<file path="src/rtl/cpu_pkg.sv">
// Shared CPU front-end definitions: bubble encoding, two-word flag position
// and the fetch/decode buffer state encoding.
package cpu_pkg;

    localparam int          IMM_FLAG_BIT_DEF = 15;
    localparam logic [15:0] NOP_WORD_DEF     = 16'h0000;

    typedef enum logic {
        ST_RUN      = 1'b0,
        ST_WAIT_IMM = 1'b1
    } fdb_state_e;

endpackage

</file>
<file path="src/rtl/fetch_decode_buffer.sv">
// Fetch-to-decode pipeline register. Joins an opcode word that carries the
// immediate flag with the following fetched word into one decode packet,
// emitting bubbles while the immediate is outstanding.
module fetch_decode_buffer
    import cpu_pkg::*;
#(
    parameter int          IMM_FLAG_BIT = IMM_FLAG_BIT_DEF,
    parameter logic [15:0] NOP_WORD     = NOP_WORD_DEF
) (
    input  logic        clk,
    input  logic        rst,
    input  logic        stall,
    input  logic        flush,
    input  logic        in_valid,
    input  logic [15:0] in_instr,
    input  logic [31:0] in_pc,
    output logic        out_valid,
    output logic [15:0] out_instr,
    output logic [15:0] out_imm,
    output logic        out_has_imm,
    output logic [31:0] out_pc,
    output logic        imm_pending
);

    fdb_state_e  state_q, state_d;
    logic [15:0] hold_instr_q, hold_instr_d;
    logic [31:0] hold_pc_q, hold_pc_d;
    logic        out_valid_q, out_valid_d;
    logic [15:0] out_instr_q, out_instr_d;
    logic [15:0] out_imm_q, out_imm_d;
    logic        out_has_imm_q, out_has_imm_d;
    logic [31:0] out_pc_q, out_pc_d;

    // Next-state and next-packet selection: flush clears, stall holds,
    // otherwise assemble single-word or opcode+immediate packets.
    always_comb begin
        state_d       = state_q;
        hold_instr_d  = hold_instr_q;
        hold_pc_d     = hold_pc_q;
        out_valid_d   = out_valid_q;
        out_instr_d   = out_instr_q;
        out_imm_d     = out_imm_q;
        out_has_imm_d = out_has_imm_q;
        out_pc_d      = out_pc_q;

        if (flush) begin
            // Pending opcode and any word presented this cycle are dropped.
            state_d       = ST_RUN;
            hold_instr_d  = 16'h0000;
            hold_pc_d     = 32'h0000_0000;
            out_valid_d   = 1'b0;
            out_instr_d   = NOP_WORD;
            out_imm_d     = 16'h0000;
            out_has_imm_d = 1'b0;
            out_pc_d      = 32'h0000_0000;
        end else if (!stall) begin
            // Default to a bubble; out_pc keeps the last packet's address.
            out_valid_d   = 1'b0;
            out_instr_d   = NOP_WORD;
            out_imm_d     = 16'h0000;
            out_has_imm_d = 1'b0;

            unique case (state_q)
                ST_RUN: begin
                    if (in_valid && in_instr[IMM_FLAG_BIT]) begin
                        hold_instr_d = in_instr;
                        hold_pc_d    = in_pc;
                        state_d      = ST_WAIT_IMM;
                    end else if (in_valid) begin
                        out_valid_d = 1'b1;
                        out_instr_d = in_instr;
                        out_pc_d    = in_pc;
                    end
                end
                ST_WAIT_IMM: begin
                    // The word arriving here is data only, whatever its flag bit says.
                    if (in_valid) begin
                        out_valid_d   = 1'b1;
                        out_instr_d   = hold_instr_q;
                        out_imm_d     = in_instr;
                        out_has_imm_d = 1'b1;
                        out_pc_d      = hold_pc_q;
                        state_d       = ST_RUN;
                    end
                end
                default: state_d = ST_RUN;
            endcase
        end
    end

    // State, holding and packet registers with synchronous reset.
    always_ff @(posedge clk) begin
        if (rst) begin
            state_q       <= ST_RUN;
            hold_instr_q  <= 16'h0000;
            hold_pc_q     <= 32'h0000_0000;
            out_valid_q   <= 1'b0;
            out_instr_q   <= NOP_WORD;
            out_imm_q     <= 16'h0000;
            out_has_imm_q <= 1'b0;
            out_pc_q      <= 32'h0000_0000;
        end else begin
            state_q       <= state_d;
            hold_instr_q  <= hold_instr_d;
            hold_pc_q     <= hold_pc_d;
            out_valid_q   <= out_valid_d;
            out_instr_q   <= out_instr_d;
            out_imm_q     <= out_imm_d;
            out_has_imm_q <= out_has_imm_d;
            out_pc_q      <= out_pc_d;
        end
    end

    assign out_valid   = out_valid_q;
    assign out_instr   = out_instr_q;
    assign out_imm     = out_imm_q;
    assign out_has_imm = out_has_imm_q;
    assign out_pc      = out_pc_q;
    assign imm_pending = (state_q == ST_WAIT_IMM);

endmodule

</file>
<file path="config.mk">
export PLATFORM = sky130hd
export DESIGN_NAME = fetch_decode_buffer
export DESIGN_NICKNAME = d
export VERILOG_FILES = /design/src/rtl/cpu_pkg.sv /design/src/rtl/fetch_decode_buffer.sv
export SDC_FILE = /design/constraint.sdc
export NUM_CORES = 1
export LEC_CHECK = 0
export BUFFER_PORTS_ARGS = -buffer_cell sky130_fd_sc_hd__buf_2
export CORE_MARGIN = 10
export CORE_UTILIZATION = 52
export CTS_BUF_LIST = sky130_fd_sc_hd__clkbuf_8 sky130_fd_sc_hd__clkbuf_16
export DETAILED_ROUTE_END_ITERATION = 10
export GPL_ROUTABILITY_DRIVEN = 1
export PLACE_DENSITY = 0.9
export SYNTH_ARGS = -nofsm -noshare
export SYNTH_HDL_FRONTEND = slang
export SYNTH_SLANG_ARGS = --single-unit
</file>
<file path="constraint.sdc">
create_clock -name clk -period 1.9 [get_ports clk]
set_clock_uncertainty 0.1 [all_clocks]
set_input_delay 0 -clock clk [delete_from_list [all_inputs] [get_ports clk]]
set_output_delay 0 -clock clk [all_outputs]
set_load 0.02 [all_outputs]
</file>
==> out/qor.yml <==
place.gp.congestion: 0.764
finalSetupViolCount: 0
antenna_cells: 0
cp-end-kind: "flip-flop"
hold_ws_ns: 0.0390
synth_edf_count: 0
start_kind: "flip-flop"
critPathRequiredTime_ns: 2.16
hold_viol: 0
worstPathMaxFanout: 23
ys_dominant_reg_cell: "dfxtp_1"
cts_tree: "yes"
clockBufferDepth: 2
hp-class: "in2reg"
grt_use_met2: 0.342
numCtsBuffers: 17
drtAntennaViolNets: 0
met1_usage: 0.241
cp.arrival_ns: 1.83
relSlewSlack: 0.582
fmax_ghz: 0.637
yosysWarnings: 0
ir_drop_v: 0.000609
synthArstFlopShare: 0
finalNetCount: 701
avgRoutedWirePerCell_um: 17.8
fin_setup_tns_ns: 0
dp_hpwl_mm: 8.50
grt_pass1_wl_mm: 21.9
grt_setup_unrepaired: "no"
ys_seq_area_frac: 0.506
antenna_found_initial: 0
num_rows: 34
grt_pass1_vias: 4424
netlist_instances: 496
core_um2: 8640
grt.total_usage: 0.205
cts_sinks: 115
slowest_stage: "dfxtp_2"
drv_cap: 0
cp_cell_sequence: "buf_4, mux2i_1, a211oi_2"
critPathMaxStageDelay_ns: 0.45
setup.worst_path.class: "reg2reg"
drc_errors: 0
grt_max_degree: 53
syn_area_um2: 4550
p_per_area_nw_per_um2: 947
dr.pass1.iters: 5
overflow: 0
die_w_um: 114
die_area_um2: 12900
initial_utilization: 0.527
drt_iter0_drc: 310
vias_per_cell: 5.64
slew_violations: 0
power_leakage_nw: 2.36
ys_seq_elements: 115
numPortBuffers: 119
status: "finished clean"
min_period_over_period: 0.826
routed_wirelength_mm: 13.7
fin_crit_ns: 1.57
cts-root-buf: "clkbuf_8"
io_pins: 120
cts-htree-levels: 4
cts.clk_slew.worst_paths_ns: 0.06
synthDistinctLibCells: 22
synthesis.nets: 549
top_usage_layer: "met2"
via_count: 4340
die_y_um: 114
grt_use_met3: 0.0577
worst_slew_pin_slew_ns: 0.626
insertion_delay_ns: 0.51
syn2layout_area_growth_pct: 36.6
syn_area_per_cell_um2: 9.18
drive_gt1_frac: 0.303
[logic make-up (layout without fill, tap and decap cells)]
| logic type | count (synthesis) | in the layout | share of synthesized area |
|---|---|---|---|
| muxes | 32 | 32 | 0.0704 |
| AOI/OAI and AO/OA | 160 | 160 | 0.243 |
| buffers and inverters | 48 | 213 | 0.0531 |
| and+or+nand+nor | 141 | 141 | 0.128 |
| DFF | 115 | 115 | 0.506 |
[cell usage in the layout, fill, tap and decap left out, drive strengths merged, types with 2 or more instances in the layout]
master       synthesis  final
a21oi               96     96
a22oi               32     32
nand2              111    111
clkinv               0      6
a211oi              32     32
clkbuf              20     17
dlygate4sd3          0     49
nor2                21     21
mux2i               32     32
inv                  0      2
dfxtp              115    115
buf                 28    132
clkinvlp             0      6
[per-stage QoR]
stage          std cells  setup slack, ns  utilization  total power, mW  cell area, µm²
5_1_grt              769            0.244        0.720             6.08            6220
3_5_place_dp         688           0.0597        0.599             2.95            5180
3_3_place_gp         688            0.132        0.599             2.94            5180
6_report             769            0.331        0.720             5.89            6220
4_1_cts              769           0.0449        0.720             5.90            6210
2_1_floorplan        496            0.311            -             2.79            4550
[sequential cells by signal (all words and copies together) (netlist names)]
signal,cells
hold_instr_q,16
hold_pc_q,32
imm_pending,1
out_has_imm,1
out_imm,16
out_instr,16
out_pc,32
out_valid,1
[power by group]
| group | internal, mW | total (mW) | switching (mW) |
|---|---|---|---|
| Combinational | 0.216 | 0.520 | 0.304 |
| Sequential | 2.45 | 2.47 | 0.0229 |
| Clock | 1.73 | 2.90 | 1.16 |
| Total | 4.40 | 5.89 | 1.49 |
[final timing paths]
kind              slack, ns         endpoint            start  cells past startpoint
setup / recovery       0.33       out_pc[15]      imm_pending                      3
hold reg to reg        0.35  hold_instr_q[5]  hold_instr_q[5]                      2
setup reg to reg       0.33       out_pc[15]      imm_pending                      3
hold / removal         0.04    hold_pc_q[23]         in_valid                      4
[critical path, delay by kind of cell (launching register included)]
kind | cells | cell delay [ns]
compound gates | 1 | 0.11
flops | 1 | 0.45
mux | 1 | 0.34
buf+inv | 1 | 0.43
[layout make-up]
type | instances | area, µm²
Fill cell | 628 | 2420
Sequential cell | 115 | 2300
Multi-Input combinational cell | 333 | 2020
Timing Repair Buffer | 181 | 1210
Clock buffer | 17 | 414
Tap cell | 108 | 135
Clock inverter | 15 | 134
[synth_stat cells (2+ instances only)]
cell	instances	area share
buf_4	4	0.0066
nand2_1	111	0.092
clkbuf_1	20	0.016
dfxtp_1	115	0.51
a22oi_1	32	0.053
buf_6	3	0.0074
buf_2	19	0.021
a21oi_1	96	0.11
a211oi_2	29	0.080
mux2i_1	32	0.070
nor2_1	21	0.017
a211oi_1	3	0.0049
buf_1	2	0.0016
[routing by layer]
layer  routed length [µm]  share of wire
met4                  318          0.023
met3                  937          0.068
met1                 5620           0.41
met5                    0              0
met2                 6810           0.50
[timing repair]
action                                  CTS  global route
setup buffers                             0             0
gates resized for setup                   0             1
endpoints found under the hold margin   111             0
hold buffers                             49             0
endpoints found under the setup margin    0            28
(Power assumes the default switching activity.)
